**src/rtl/psg_stereo_mixer_if.sv**
```systemverilog
// psg_stereo_mixer_if: sample strobe, channel/route/volume controls and PCM/DAC outputs of the stereo mixer
// master drives ce_sample, ch_in, mode, pan_l, pan_r, vol, mute; slave returns pcm_l, pcm_r, pcm_valid, busy, overrun, audio_l, audio_r
interface psg_stereo_mixer_if #(
  parameter int CH = 3,
  parameter int IN_W = 8,
  parameter int OUT_W = 16
);
  logic ce_sample;
  logic [CH*IN_W-1:0] ch_in;
  logic [1:0] mode;
  logic [CH-1:0] pan_l;
  logic [CH-1:0] pan_r;
  logic [2:0] vol;
  logic mute;
  logic [OUT_W-1:0] pcm_l;
  logic [OUT_W-1:0] pcm_r;
  logic pcm_valid;
  logic busy;
  logic overrun;
  logic audio_l;
  logic audio_r;
  modport master (
    output ce_sample, ch_in, mode, pan_l, pan_r, vol, mute,
    input  pcm_l, pcm_r, pcm_valid, busy, overrun, audio_l, audio_r
  );
  modport slave (
    input  ce_sample, ch_in, mode, pan_l, pan_r, vol, mute,
    output pcm_l, pcm_r, pcm_valid, busy, overrun, audio_l, audio_r
  );
endinterface

```
**src/rtl/psg_stereo_mixer.sv**
```systemverilog
// psg_stereo_mixer: serial stereo mixer of CH PSG channels with volume/mute and per-side first-order sigma-delta DAC
// clk_sys, reset (sync, active-high); bus_io (slave): strobe/levels/routing/volume in, registered PCM, status and 1-bit audio out
module psg_stereo_mixer #(
  parameter int CH = 3,
  parameter int IN_W = 8,
  parameter int OUT_W = 16,
  parameter logic [CH-1:0] MASK1_L = 3'b011,
  parameter logic [CH-1:0] MASK1_R = 3'b110,
  parameter logic [CH-1:0] MASK2_L = 3'b101,
  parameter logic [CH-1:0] MASK2_R = 3'b110
) (
  input logic clk_sys,
  input logic reset,
  psg_stereo_mixer_if.slave bus_io
);
  localparam int SUM_W = IN_W + $clog2(CH);
  localparam int IDX_W = $clog2(CH);
  typedef enum logic [1:0] {IDLE, ACC, OUT} state_t;
  state_t state_q, state_d;
  logic [CH*IN_W-1:0] ch_q, ch_d;
  logic [CH-1:0] mask_l_q, mask_l_d, mask_r_q, mask_r_d, eff_l, eff_r;
  logic [2:0] vol_q, vol_d;
  logic mute_q, mute_d;
  logic [SUM_W-1:0] acc_l_q, acc_l_d, acc_r_q, acc_r_d, ch_sel;
  logic [IDX_W-1:0] idx_q, idx_d;
  logic [OUT_W-1:0] pcm_l_q, pcm_l_d, pcm_r_q, pcm_r_d;
  logic pcm_valid_q, pcm_valid_d, overrun_q, overrun_d;
  logic [OUT_W:0] sd_l_q, sd_l_d, sd_r_q, sd_r_d;
  // left-justify the sum into OUT_W bits, then attenuate
  function automatic logic [OUT_W-1:0] scale(input logic [SUM_W-1:0] a, input logic [2:0] v);
    return (OUT_W'(a) << (OUT_W - SUM_W)) >> v;
  endfunction
  always_comb begin
    eff_l = bus_io.mode == 2'd0 ? '1 : bus_io.mode == 2'd1 ? MASK1_L : bus_io.mode == 2'd2 ? MASK2_L : bus_io.pan_l;
    eff_r = bus_io.mode == 2'd0 ? '1 : bus_io.mode == 2'd1 ? MASK1_R : bus_io.mode == 2'd2 ? MASK2_R : bus_io.pan_r;
    ch_sel = '0;
    for (int i = 0; i < CH; i++)
      if (idx_q == IDX_W'(i)) ch_sel = SUM_W'(ch_q[i*IN_W +: IN_W]);
  end
  always_comb begin
    state_d = state_q;
    ch_d = ch_q;
    mask_l_d = mask_l_q;
    mask_r_d = mask_r_q;
    vol_d = vol_q;
    mute_d = mute_q;
    acc_l_d = acc_l_q;
    acc_r_d = acc_r_q;
    idx_d = idx_q;
    pcm_l_d = pcm_l_q;
    pcm_r_d = pcm_r_q;
    pcm_valid_d = 1'b0;
    overrun_d = overrun_q | (bus_io.ce_sample & (state_q != IDLE));
    case (state_q)
      IDLE: if (bus_io.ce_sample) begin
        ch_d = bus_io.ch_in;
        mask_l_d = eff_l;
        mask_r_d = eff_r;
        vol_d = bus_io.vol;
        mute_d = bus_io.mute;
        acc_l_d = '0;
        acc_r_d = '0;
        idx_d = '0;
        state_d = ACC;
      end
      ACC: begin
        acc_l_d = acc_l_q + (mask_l_q[idx_q] ? ch_sel : '0);
        acc_r_d = acc_r_q + (mask_r_q[idx_q] ? ch_sel : '0);
        idx_d = idx_q + IDX_W'(1);
        state_d = idx_q == IDX_W'(CH - 1) ? OUT : ACC;
      end
      OUT: begin
        pcm_l_d = mute_q ? '0 : scale(acc_l_q, vol_q);
        pcm_r_d = mute_q ? '0 : scale(acc_r_q, vol_q);
        pcm_valid_d = 1'b1;
        state_d = IDLE;
      end
      default: state_d = IDLE;
    endcase
    sd_l_d = {1'b0, sd_l_q[OUT_W-1:0]} + {1'b0, pcm_l_q};
    sd_r_d = {1'b0, sd_r_q[OUT_W-1:0]} + {1'b0, pcm_r_q};
  end
  always_ff @(posedge clk_sys) begin
    if (reset) begin
      state_q <= IDLE;
      ch_q <= '0;
      mask_l_q <= '0;
      mask_r_q <= '0;
      vol_q <= '0;
      mute_q <= 1'b0;
      acc_l_q <= '0;
      acc_r_q <= '0;
      idx_q <= '0;
      pcm_l_q <= '0;
      pcm_r_q <= '0;
      pcm_valid_q <= 1'b0;
      overrun_q <= 1'b0;
      sd_l_q <= '0;
      sd_r_q <= '0;
    end else begin
      state_q <= state_d;
      ch_q <= ch_d;
      mask_l_q <= mask_l_d;
      mask_r_q <= mask_r_d;
      vol_q <= vol_d;
      mute_q <= mute_d;
      acc_l_q <= acc_l_d;
      acc_r_q <= acc_r_d;
      idx_q <= idx_d;
      pcm_l_q <= pcm_l_d;
      pcm_r_q <= pcm_r_d;
      pcm_valid_q <= pcm_valid_d;
      overrun_q <= overrun_d;
      sd_l_q <= sd_l_d;
      sd_r_q <= sd_r_d;
    end
  end
  assign bus_io.pcm_l = pcm_l_q;
  assign bus_io.pcm_r = pcm_r_q;
  assign bus_io.pcm_valid = pcm_valid_q;
  assign bus_io.busy = state_q != IDLE;
  assign bus_io.overrun = overrun_q;
  // the carry out of each phase accumulator is the bitstream
  assign bus_io.audio_l = sd_l_q[OUT_W];
  assign bus_io.audio_r = sd_r_q[OUT_W];
endmodule

```
**src/flat_wrapper.sv**
```systemverilog
// flat-port wrapper written by rule: the top's interface ports become plain ports
module psg_stereo_mixer_flat 
#(
  parameter int CH = 3,
  parameter int IN_W = 8,
  parameter int OUT_W = 16,
  parameter logic [CH-1:0] MASK1_L = 3'b011,
  parameter logic [CH-1:0] MASK1_R = 3'b110,
  parameter logic [CH-1:0] MASK2_L = 3'b101,
  parameter logic [CH-1:0] MASK2_R = 3'b110
)
  (clk_sys, reset, bus_io_ce_sample, bus_io_ch_in, bus_io_mode, bus_io_pan_l, bus_io_pan_r, bus_io_vol, bus_io_mute, bus_io_pcm_l, bus_io_pcm_r, bus_io_pcm_valid, bus_io_busy, bus_io_overrun, bus_io_audio_l, bus_io_audio_r);
  psg_stereo_mixer_if #(.CH(CH), .IN_W(IN_W), .OUT_W(OUT_W)) bus_io_i ();
  input logic clk_sys;
  input logic reset;
  input wire logic [$bits(bus_io_i.ce_sample)-1:0] bus_io_ce_sample;
  input wire logic [$bits(bus_io_i.ch_in)-1:0] bus_io_ch_in;
  input wire logic [$bits(bus_io_i.mode)-1:0] bus_io_mode;
  input wire logic [$bits(bus_io_i.pan_l)-1:0] bus_io_pan_l;
  input wire logic [$bits(bus_io_i.pan_r)-1:0] bus_io_pan_r;
  input wire logic [$bits(bus_io_i.vol)-1:0] bus_io_vol;
  input wire logic [$bits(bus_io_i.mute)-1:0] bus_io_mute;
  output wire logic [$bits(bus_io_i.pcm_l)-1:0] bus_io_pcm_l;
  output wire logic [$bits(bus_io_i.pcm_r)-1:0] bus_io_pcm_r;
  output wire logic [$bits(bus_io_i.pcm_valid)-1:0] bus_io_pcm_valid;
  output wire logic [$bits(bus_io_i.busy)-1:0] bus_io_busy;
  output wire logic [$bits(bus_io_i.overrun)-1:0] bus_io_overrun;
  output wire logic [$bits(bus_io_i.audio_l)-1:0] bus_io_audio_l;
  output wire logic [$bits(bus_io_i.audio_r)-1:0] bus_io_audio_r;
  assign bus_io_i.ce_sample = bus_io_ce_sample;
  assign bus_io_i.ch_in = bus_io_ch_in;
  assign bus_io_i.mode = bus_io_mode;
  assign bus_io_i.pan_l = bus_io_pan_l;
  assign bus_io_i.pan_r = bus_io_pan_r;
  assign bus_io_i.vol = bus_io_vol;
  assign bus_io_i.mute = bus_io_mute;
  assign bus_io_pcm_l = bus_io_i.pcm_l;
  assign bus_io_pcm_r = bus_io_i.pcm_r;
  assign bus_io_pcm_valid = bus_io_i.pcm_valid;
  assign bus_io_busy = bus_io_i.busy;
  assign bus_io_overrun = bus_io_i.overrun;
  assign bus_io_audio_l = bus_io_i.audio_l;
  assign bus_io_audio_r = bus_io_i.audio_r;
  psg_stereo_mixer #(.CH(CH), .IN_W(IN_W), .OUT_W(OUT_W), .MASK1_L(MASK1_L), .MASK1_R(MASK1_R), .MASK2_L(MASK2_L), .MASK2_R(MASK2_R)) u_core (.clk_sys(clk_sys), .reset(reset), .bus_io(bus_io_i));
endmodule
```
**config.mk**
```make
export PLATFORM = sky130hd
export DESIGN_NAME = psg_stereo_mixer_flat
export DESIGN_NICKNAME = d
export VERILOG_FILES = /design/src/rtl/psg_stereo_mixer_if.sv /design/src/rtl/psg_stereo_mixer.sv /design/src/flat_wrapper.sv
export SDC_FILE = /design/constraint.sdc
export NUM_CORES = 1
export LEC_CHECK = 0
export ABC_CLOCK_PERIOD_IN_PS = 2890
export BUFFER_PORTS_ARGS = -buffer_cell sky130_fd_sc_hd__buf_2
export CAP_MARGIN = 20
export CORE_ASPECT_RATIO = 0.7
export CORE_MARGIN = 2
export CORE_UTILIZATION = 40
export DETAILED_ROUTE_END_ITERATION = 10
export GPL_TIMING_DRIVEN = 0
export PLACE_DENSITY = 0.64
export RECOVER_POWER = 50
export SKIP_LAST_GASP = 1
export SYNTH_ARGS = -nofsm -noshare
export SYNTH_HDL_FRONTEND = slang
export SYNTH_SLANG_ARGS = --single-unit
export TNS_END_PERCENT = 100
```
**constraint.sdc**
```tcl
create_clock -name clk_sys -period 2.89 [get_ports clk_sys]
set_input_delay 0 -clock clk_sys [delete_from_list [all_inputs] [get_ports clk_sys]]
set_output_delay 0 -clock clk_sys [all_outputs]
set_load 0.02 [all_outputs]
```
Word-level counts from Yosys, hierarchy flattened
Cells that the tools add are included.
Word-level totals
  register bits: 126
  input port bits: 39
  output and inout port bits: 37
  logic and storage cells: 65
Cells by class
  $add $sub $neg: 5
  order comparisons: 1
  equality and inequality tests: 7
  shift operators: 2
  multiplexer cells: 26
  bitwise gates (word level): 2
  reductions and logical operators: 7
Operator list (count)
  10-bit two-way mux: 5
  10-bit case mux with 2 select lines: 2
  16-bit by 16-bit adder with 17-bit output: 2
  16-bit two-way mux: 2
  16-bit by 3-bit >> shifter with 16-bit output: 2
  10-bit adder: 2
  3-bit two-way mux: 6
  8-bit two-way mux: 1
  2-bit case mux with 2 select lines: 2
  2-bit by 1-bit == test with 1-bit output (second input constant): 3
  2-bit == test (second input constant): 3
  2-bit logical NOT: 3
  2-bit two-way mux: 3
  1-bit binary-select mux with 2-bit select: 2
  2-bit AND reduction: 2
  2-bit nonzero test: 2
  2-bit by 3-bit less-than comparator with 1-bit output (second input constant): 1
  1-bit two-way mux: 3
  2-bit by 1-bit adder with 2-bit output (second input constant): 1
  2-bit inequality test (second input constant): 1
  1-bit bitwise AND: 1
  1-bit bitwise OR: 1

Logic depth before layout (Yosys ltp)
Gate-level depths: netlist (run 1).
  word-level depth: 7
  depth in mapped cells: 18
  gate-level depth less buffers: 17

Worst setup path before layout (run 1)
OpenSTA, ideal clock, no wires.
  kind: register to register
  start: register u_core.idx_q[1]
  end: register u_core.acc_r_q[8]
  setup time: 65 ps
  arrival time: 2859 ps
  data required time: 2825 ps
  path slack: -34 ps
  stages on the path, launching flop included: 18
  path buffers: 2
  clock period less this slack: 2924 ps
  path through: dfxtp_1 inv_1 ha_1 clkbuf_1 clkbuf_1 a21oi_1 nor2_1 a21oi_1 nor2_1 ha_1 inv_1 fa_1 nor2b_1 o31ai_2 a21oi_1 o31ai_1 mux2_1 nor2_1
Between the ends
  cells in the longest elaborated chain, start to end: 7
  elaborated cells on any way between the ends: 11
  those cells by class: 1 x add/sub; 2 x eq/ne; 7 x mux; 1 x reduce/logical
Ends and longest elaborated chain
  start, declared: RTL line psg_stereo_mixer.sv:25  | logic [IDX_W-1:0] idx_q, idx_d;
  start signal, assigned: RTL line psg_stereo_mixer.sv:109  | idx_q <= idx_d;
  2-bit logical NOT: RTL line psg_stereo_mixer.sv:38  | if (idx_q == IDX_W'(i)) ch_sel = SUM_W'(ch_q[i*IN_W +: IN_W]);
  8-bit two-way mux: RTL line psg_stereo_mixer.sv:38
  10-bit two-way mux (2 in series): RTL line psg_stereo_mixer.sv:38
  10-bit two-way mux (*): RTL line psg_stereo_mixer.sv:68  | acc_r_d = acc_r_q + (mask_r_q[idx_q] ? ch_sel : '0);
  10-bit adder (*): RTL line psg_stereo_mixer.sv:68
  10-bit case mux with 2 select lines (*): RTL line psg_stereo_mixer.sv:54  | case (state_q)
  end signal, assigned: RTL line psg_stereo_mixer.sv:108  | acc_r_q <= acc_r_d;
  end, declared: RTL line psg_stereo_mixer.sv:24  | logic [SUM_W-1:0] acc_l_q, acc_l_d, acc_r_q, acc_r_d, ch_sel;
Every way passes the cells marked *; elsewhere a longest branch is shown, timed or not. The select of a mux whose other input is x is not followed.
A chain may end at the register's enable or synchronous reset.

Final worst setup path (run 1)
  start: register u_core.idx_q[1]
  end: register u_core.acc_r_q[6]
The elaborated chain is that of the path after synthesis.

==> results of run 1 <==
==> cell type report <==
cell class	instances	area, sq um	area share [%]
sequential	126	2530	27.7
tap	236	295	3.24
timing repair buffer	121	781	8.56
clock buffer	26	489	5.36
buffer	44	233	2.55
inverter	28	113	1.23
clock inverter	5	105	1.15
multi-input combinational	695	4570	50.2
==> sequential cells by signal, indices dropped and copies added, names as in the netlist <==
name	count
u_core.acc_l_q	10
u_core.acc_r_q	10
u_core.bus_io.overrun	1
u_core.bus_io.pcm_l	16
u_core.bus_io.pcm_r	16
u_core.bus_io.pcm_valid	1
u_core.ch_q	24
u_core.idx_q	2
u_core.mask_l_q	3
u_core.mask_r_q	3
u_core.mute_q	1
u_core.sd_l_q	17
u_core.sd_r_q	17
u_core.state_q	2
u_core.vol_q	3
==> routing by layer <==
metal / vias up / global-route usage, % / wire length [microns]
met1: 3225 / 33.5 / 10800
li1: 3441 / - / -
met3: 19 / 5.21 / 1400
met4: 0 / 5.86 / 237
met2: 224 / 32.4 / 8550
met5: - / 0 / 0
==> worst paths after layout <==
| path | to | start | slack [ps] |
|---|---|---|---|
| worst max register to register | u_core.acc_r_q[6] | u_core.idx_q[1] | 40 |
| worst max-delay path | u_core.acc_r_q[6] | u_core.idx_q[1] | 40 |
| worst min-delay path | u_core.ch_q[3] | bus_io_ch_in[3] | 360 |
| worst min register to register | u_core.ch_q[11] | u_core.ch_q[11] | 450 |
==> synthesized netlist by cell type, types with 9 or more instances <==
cell type and count:
ha_1 51, nand2b_1 12, nor2_1 140, nor2b_1 13
a21oi_1 86, xnor2_1 18, a21o_1 9, mux2_2 10
a31oi_1 9, clkbuf_1 21, dfxtp_1 126, buf_2 17
a211oi_1 10, a22oi_1 26, o21ai_1 20, o21ai_0 22
nand3_1 9, mux2i_1 18, nor3_1 19, nand2_1 113
inv_1 28
==> power by group through the flow <==
| stage | registers, uW | logic [uW] | clock network, uW |
|---|---|---|---|
| 2_1_floorplan | 1830 | 227 | 0 |
| 3_3_place_gp | 1840 | 342 | 0 |
| 3_5_place_dp | 1840 | 345 | 0 |
| 4_1_cts | 1800 | 404 | 2220 |
| 5_1_grt | 1810 | 474 | 2300 |
| 6_report | 1810 | 432 | 2200 |
==> repair_timing <==
| item | in CTS | in global routing |
|---|---|---|
| pin swaps | 4 | 11 |
| gates resized for setup | 30 | 21 |
| hold endpoints to repair | 37 | 0 |
| endpoints found under the setup margin | 13 | 8 |
| hold buffers | 38 | 0 |
| setup buffers | 3 | 5 |
==> worst reg2reg max path, stage by stage, from the launching register on <==
cell and delay, ps:
dfxtp_4 360, inv_4 70, ha_4 180, clkbuf_8 180, a21oi_2 60, nor2_1 140, a21oi_2 80, nor2_1 120
ha_2 200, inv_2 40, fa_2 360, nor2b_4 180, o31ai_4 80, buf_4 150, a21bo_2 190, a211oi_2 230
a21oi_2 50, nor2_1 110
==> through the flow <==
step	TNS, ps	total power, uW
final	0	4440
after global placement	-3030	2180
after CTS	-3.00	4430
after detailed placement	-3210	2180
after floorplan	0	2060
after global routing	-296	4580
==> kinds of logic after synthesis <==
| family | count (synthesis) | share of synthesized area (%) |
|---|---|---|
| muxes | 36 | 5.53 |
| xor gates and xnor gates | 25 | 3.01 |
| and+or+nand+nor | 336 | 20.2 |
| DFF | 126 | 34.7 |
| adders and majority gates | 55 | 9.88 |
| AOI/OAI and AO/OA | 243 | 22.1 |
| buffers and inverters | 75 | 4.63 |
==> cell usage in the layout, fill, tap and decap left out, types with 4 or more instances in the layout <==
cell             n
nand2b_1        12
nor3_1          19
mux2_2          10
ha_1            47
o21ai_0         21
clkbuf_8         4
nand4_1          5
buf_2           53
dlygate4sd3_1   38
inv_1           25
buf_4            7
mux2_1           5
nand2_1        112
a22oi_1         26
xnor2_1         18
o21ai_2          6
clkbuf_16       17
a21o_1           9
buf_1            4
dfxtp_1        124
o21a_1           8
o21ai_1         18
a21oi_2         13
nand3_1          9
a211oi_1         9
mux2i_1         18
o211ai_1         4
a32oi_1          6
nor2b_1         12
nor2_1         139
a311oi_1         4
a21oi_1         73
xor2_1           7
clkbuf_1        62
a31oi_1          9
a22o_1           6
==> load_flow_metrics.sql, run 1 <==
INSERT INTO impl_metrics (metric_group, metric, value, unit) VALUES
('final_layout', 'final_core_util', '50.9', '%'),
('detailed_routing', 'finalWirelength', '21000', 'microns'),
('critical_path', 'data_required_time_of_the_critical_path', '3240', 'ps'),
('cts', 'clkTransAtPathRegs', '60', 'ps'),
('critical_path', 'arr_time_crit_path', '3190', 'ps'),
('grt', 'antenna_found_initial', '0', ''),
('final_layout', 'design.final.nets', '1127', ''),
('final_layout', 'nFillCells', '1699', ''),
('cts', 'worst_skew_pair.late_latency', '430', 'ps'),
('placed_design', 'place.gp.congestion', '0.880', ''),
('detailed_routing', 'via_count', '6909', ''),
('logic_synthesis', 'synth_warnings', '0', ''),
('logic_synthesis', 'synth-main-ff-cell', 'dfxtp_1', ''),
('floorplanning', 'std_cell_rows', '41', ''),
('critical_path', 'crit_path_start_kind', 'flip-flop', ''),
('floorplanning', 'dieArea', '19300', 'sq um'),
('logic_synthesis', 'synth_area_per_cell', '8.11', 'sq um'),
('critical_path', 'depth_of_the_critical_timing_path_with_buffers_and_inverters_included', '17', ''),
('timing', 'finClkSkew', '8.52', 'ps'),
('cts', 'ctsLongestPathBuffers', '2', ''),
('detailed_routing', 'vias_per_cell', '5.39', ''),
('detailed_routing', 'drt_drc_violations_left', '0', ''),
('timing', 'grt_setup_unrepaired', 'yes', ''),
('logic_synthesis', 'synthesis.nets', '990', ''),
('grt', 'globalRouteTotalUtil', '22.5', '%'),
('critical_path', 'crit_buf_inv', '4', ''),
('timing', 'slew-limit-headroom', '37.8', '%'),
('pwr', 'static-leakage-power', '0.00367', 'uW'),
('run', 'max-cap-violations', '0', ''),
('placed_design', 'place_area', '7940', 'sq um'),
('run_status', 'outcome', 'complete, no violations', ''),
('logic_synthesis', 'number_of_enable_flip_flop_cells_after_synthesis', '0', ''),
('detailed_routing', 'drt-wirelength-per-cell', '16.4', 'microns'),
('timing', 'final_critical_path_setup_slack', '44.7', 'ps'),
('grt', 'first_global_vias', '6418', ''),
('critical_path', 'setup.worst_path.class', 'flip-flop to flip-flop', ''),
('critical_path', 'cp_cell_sequence', 'inv_4 > ha_4 > clkbuf_8 > a21oi_2 > nor2_1 > a21oi_2 > nor2_1 > ha_2 > inv_2 > fa_2 > nor2b_4 > o31ai_4 > buf_4 > a21bo_2 > a211oi_2 > a21oi_2 > nor2_1', ''),
('pwr', 'clkPwrFrac', '49.6', '%'),
('pwr', 'comb_power_share', '9.7', '%'),
('logic_synthesis', 'syn-instance-count', '896', ''),
('critical_path', 'critical_path.max_fanout', '10', ''),
('detailed_routing', 'antenna_violating_nets_post_route', '0', ''),
('grt', 'grt_remaining_overflow', '0', ''),
('critical_path', 'cpMaxStageDelayCell', 'dfxtp_4', ''),
('timing', 'final.hold.worst_slack', '360', 'ps'),
('floorplanning', 'start_util', '40.6', '%'),
('logic_synthesis', 'synth-async-reset-ratio', '0', '%'),
('grt', 'grt_max_degree', '17', ''),
('final_layout', 'insertedDiodeCount', '0', ''),
('pwr', 'netSwitchingPower', '1070', 'uW'),
('timing', 'report.final.hold_viol_count', '0', ''),
('detailed_routing', 'detailedRoute.firstPassIterationCount', '5', ''),
('critical_path', 'ff2ff_path_depth', '17', ''),
('logic_synthesis', 'postSynthRegisterBits', '126', ''),
('timing', 'period_needed', '2850', 'ps'),
('cts', 'cts.htree.levels', '4', ''),
('placed_design', 'dp.cells', '1207', ''),
('cts', 'cts_root_buffer', 'clkbuf_16', ''),
('final_layout', 'design_area', '9120', 'sq um'),
('hold_path', 'whs_path_depth', '4', ''),
('timing', 'achievable-frequency', '351', 'MHz'),
('grt', 'grt_pass1_wl', '33400', 'microns'),
('placed_design', 'dp_slack', '-520', 'ps'),
('cts', 'cts-buffers-inserted', '17', ''),
('cts', 'clock_sinks', '126', ''),
('critical_path', 'critical-path-max-stage-delay', '360', 'ps'),
('pwr', 'internal-power', '3370', 'uW'),
('placed_design', 'io_buffer_count', '75', ''),
('pwr', 'vdd_drop_max', '0.000268', 'V'),
('logic_synthesis', 'synth_top_cell_by_area', 'dfxtp_1', ''),
('cts', 'cts_tree', 'done', '');
(Power assumes the default switching activity.)
==> run 2: changes to the inputs <==
--- a/config.mk
+++ b/config.mk
@@ -5,6 +5,7 @@
 export SDC_FILE = /design/constraint.sdc
 export NUM_CORES = 1
 export LEC_CHECK = 0
+export ABC_AREA = 1
 export ABC_CLOCK_PERIOD_IN_PS = 2890
 export BUFFER_PORTS_ARGS = -buffer_cell sky130_fd_sc_hd__buf_2
 export CAP_MARGIN = 20
==> run 2 against run 1 <==
First-iteration DRC count up 28%. Die area is 4.4% higher. Cell count is 22% higher. Fmax up 6.8%. Cell area is 1.6% higher. Sequential power barely moved. Area after synthesis increased by 4.6%. Via count up 15%. Critical path type unchanged. Largest power group unchanged.
==> load_flow_metrics.sql, run 2 <==
INSERT INTO impl_metrics (metric_group, metric, value, unit) VALUES
('placed_design', 'io_buffer_count', '74', ''),
('cts', 'cts.htree.levels', '4', ''),
('detailed_routing', 'antenna_violating_nets_post_route', '0', ''),
('cts', 'clock_sinks', '126', ''),
('timing', 'final_critical_path_share_of_the_clock_period', '92.2', '%'),
('critical_path', 'crit_path_start_kind', 'flip-flop', ''),
('pwr', 'static-leakage-power', '0.00436', 'uW'),
('placed_design', 'hpwl', '16900', 'microns'),
('logic_synthesis', 'synth_simple_gate_area_share', '33.4', '%'),
('cts', 'cts_root_buffer', 'clkbuf_16', ''),
('logic_synthesis', 'postSynthRegisterBits', '126', ''),
('timing', 'finalSetupViolations', '0', ''),
('final_layout', 'design.final.nets', '1402', ''),
('hold_path', 'min-delay-start', 'bus_io_mode[0]', ''),
('logic_synthesis', 'synth_warnings', '0', ''),
('cts', 'worst_skew_pair.late_latency', '430', 'ps'),
('placed_design', 'place.gp.congestion', '0.909', ''),
('timing', 'setup-tns-final', '0', 'ps'),
('detailed_routing', 'vias_per_cell', '5.09', ''),
('final_layout', 'nFillCells', '1913', ''),
('final_layout', 'largest_register_ffs', '24', ''),
('hold_path', 'hold-path-endpoint', 'u_core.mask_l_q[0]', ''),
('logic_synthesis', 'synth_top_family_by_area', 'simple AND/OR/NAND/NOR gates', ''),
('floorplanning', 'core_area', '18800', 'sq um'),
('floorplanning', 'std_cell_rows', '42', ''),
('pwr', 'p_total', '4550', 'uW'),
('cts', 'cts_tree', 'done', ''),
('logic_synthesis', 'synthesis.nets', '1268', ''),
('logic_synthesis', 'post_synthesis_instance_area', '7600', 'sq um'),
('final_layout', 'layout_top_registers', 'u_core.ch_q (24), u_core.sd_l_q (17), u_core.sd_r_q (17)', ''),
('timing', 'final_max_slew_viol_count', '0', ''),
('logic_synthesis', 'synth_area_per_cell', '6.47', 'sq um'),
('critical_path', 'setup.worst_path.class', 'flip-flop to flip-flop', ''),
('floorplanning', 'start_util', '40.5', '%'),
('hold_path', 'whs_path_depth', '4', ''),
('logic_synthesis', 'synth_top_cell_by_area', 'dfxtp_1', ''),
('final_layout', 'register_area', '2530', 'sq um'),
('cts', 'cts-buffers-inserted', '17', ''),
('critical_path', 'rrSetupSlack', '230', 'ps'),
('logic_synthesis', 'top_post_synthesis_cells_by_count', '325 x nand2_1, 158 x nor2_1, 126 x dfxtp_1', ''),
('hold_path', 'min-delay-path-class', 'input port to flip-flop', ''),
('detailed_routing', 'finalWirelength', '22200', 'microns'),
('detailed_routing', 'detailedRoute.firstPassIterationCount', '9', ''),
('cts', 'ctsLongestPathBuffers', '2', ''),
('detailed_routing', 'drt_drc_violations_left', '0', ''),
('logic_synthesis', 'syn-instance-count', '1174', ''),
('critical_path', 'data_required_time_of_the_critical_path', '3210', 'ps'),
('pwr', 'vdd_drop_max', '0.000246', 'V'),
('timing', 'period_needed', '2660', 'ps'),
('pwr', 'power_per_cell_area', '491', 'nW/um^2'),
('detailed_routing', 'drt-wirelength-per-cell', '14.2', 'microns'),
('critical_path', 'arr_time_crit_path', '2990', 'ps'),
('floorplanning', 'io_pins', '76', ''),
('final_layout', 'multi_input_comb_area', '4420', 'sq um'),
('floorplanning', 'floorplan.die.width', '169', 'microns'),
('final_layout', 'layout.cells.most_common', 'nand2_1', ''),
('run_status', 'outcome', 'complete, no violations', ''),
('final_layout', 'drive_gt1_share', '9.08', '%'),
('logic_synthesis', 'yosys-top-cells-area', 'dfxtp_1 33%, nand2_1 16%, ha_1 8.4%', ''),
('final_layout', 'area_growth_syn_to_layout', '21.9', '%'),
('logic_synthesis', 'synth_seq_area_share', '33.2', '%'),
('run', 'max-cap-violations', '0', ''),
('floorplanning', 'die-height', '119', 'microns'),
('logic_synthesis', 'synth_compound_area_share', '14.7', '%'),
('critical_path', 'kind_of_capture_point_of_the_worst_setup_path', 'flip-flop', ''),
('logic_synthesis', 'synth_xor_xnor_area_share', '0', '%'),
('logic_synthesis', 'number_of_enable_flip_flop_cells_after_synthesis', '0', ''),
('critical_path', 'rr_startpoint', 'u_core.idx_q[0]', ''),
('floorplanning', 'dieArea', '20100', 'sq um'),
('grt', 'grt_max_degree', '17', ''),
('final_layout', 'layout.cells.most_common_list', '327 x nand2_1, 158 x nor2_1, 124 x dfxtp_1, 114 x inv_1, 100 x a21oi_1', ''),
('detailed_routing', 'drt_first_iter_violations', '635', ''),
('timing', 'slew-limit-headroom', '49.1', '%'),
('critical_path', 'ff2ff_path_depth', '18', ''),
('timing', 'timing_worst_slew_pin_value', '763', 'ps'),
('grt', 'antenna_found_initial', '0', ''),
('logic_synthesis', 'synth-async-reset-ratio', '0', '%'),
('logic_synthesis', 'synthAdderAreaFrac', '9.45', '%'),
('timing', 'report.final.hold_viol_count', '0', ''),
('grt', 'globalRouteTotalUtil', '22.2', '%'),
('logic_synthesis', 'yosys.area.top_type_share', '33.2', '%'),
('critical_path', 'critical_path.max_fanout', '8', ''),
('timing', 'finClkSkew', '6.94', 'ps'),
('logic_synthesis', 'synth-main-ff-cell', 'dfxtp_1', ''),
('grt', 'grt_remaining_overflow', '0', ''),
('logic_synthesis', 'synthMostInstantiatedCell', 'nand2_1', ''),
('detailed_routing', 'via_count', '7963', ''),
('critical_path', 'worst_r2r_endpoint', 'u_core.acc_r_q[8]', ''),
('final_layout', 'insertedDiodeCount', '0', ''),
('grt', 'first_global_vias', '6867', ''),
('timing', 'grt_setup_unrepaired', 'no', ''),
('logic_synthesis', 'synth.distinct_cells', '37', ''),
('final_layout', 'max_flop_register', 'u_core.ch_q', ''),
('logic_synthesis', 'synth.mux.area_fraction', '0.263', '%'),
('timing', 'achievable-frequency', '375', 'MHz'),
('grt', 'grt_pass1_wl', '35200', 'microns'),
('cts', 'clkTransAtPathRegs', '60', 'ps');
run 2: what timing repair did:
item / CTS / global route
buffers inserted: 0 / 3
hold buffers: 40 / 0
pin swaps: 0 / 1
endpoints found under the setup margin: 7 / 11
gates resized for setup: 4 / 27
hold endpoints to repair: 38 / 0
run 2: how the worst max path moves through the flow:
stage	from	endpoint	slack, ps	depth (start not counted)
2_1_floorplan	u_core.idx_q[0]	u_core.acc_l_q[8]	320	17
3_3_place_gp	u_core.idx_q[0]	u_core.acc_l_q[8]	-190	17
3_5_place_dp	u_core.idx_q[0]	u_core.acc_r_q[8]	-220	17
4_1_cts	u_core.idx_q[1]	u_core.acc_r_q[8]	40	19
5_1_grt	u_core.idx_q[0]	u_core.acc_r_q[9]	20	17
6_report	u_core.idx_q[0]	u_core.acc_r_q[8]	230	18
run 2: layer usage:
metal	up-vias	track usage (%)	routed length (microns)
li1	4089	-	-
met1	3663	33.3	11500
met2	196	32.6	9160
met3	15	3.82	1390
met4	0	5.39	157
met5	-	0	0
run 2: layout make-up:
| class | instances | area share [%] |
|---|---|---|
| flip-flops and latches | 126 | 27.3 |
| plain buffers | 37 | 1.96 |
| clock inverters | 13 | 1.63 |
| repair buffers | 117 | 8.06 |
| multi-input cells | 883 | 47.7 |
| inverters | 126 | 5.24 |
| well taps | 242 | 3.27 |
| clock buffers | 19 | 4.89 |
run 2: logic make-up (layout without fill, tap and decap cells):
group	Yosys count	in the layout
muxes	2	2
AOI/OAI and AO/OA	210	210
buffers and inverters	165	312
DFF	126	126
adders and majority gates	55	55
and+or+nand+nor	616	616
run 2: through the flow:
stage | area [sq um] | worst slack (ps) | utilization, % | instances | hold slack, ps
global route | 9270 | 15.1 | 49.4 | 1563 | 51.1
global placement | 8270 | -194 | 44.1 | 1490 | 248
detailed placement | 8270 | -224 | 44.1 | 1490 | 260
CTS | 9280 | 44.9 | 49.5 | 1561 | 10.7
finish | 9270 | 227 | 49.4 | 1563 | 41.3
floorplan | 7600 | 323 | - | 1174 | 145
run 2: worst max-delay path: stages (launching register included):
cell and delay [ps]:
dfxtp_4 380, clkinvlp_4 120, buf_4 130, ha_4 170, nand3_1 90, nand3_1 120, o21ai_1 120, nor2_1 130
ha_2 200, inv_1 50, fa_1 370, inv_2 90, nand3_1 80, nand3_2 90, nand3_1 110, nand2_2 120
nand3_1 70, nand2_1 60, nor2_1 40
run 2: power breakdown:
part,switching [uW],internal [uW]
sequential,35.6,1790
combinational,327,196
clock,869,1330
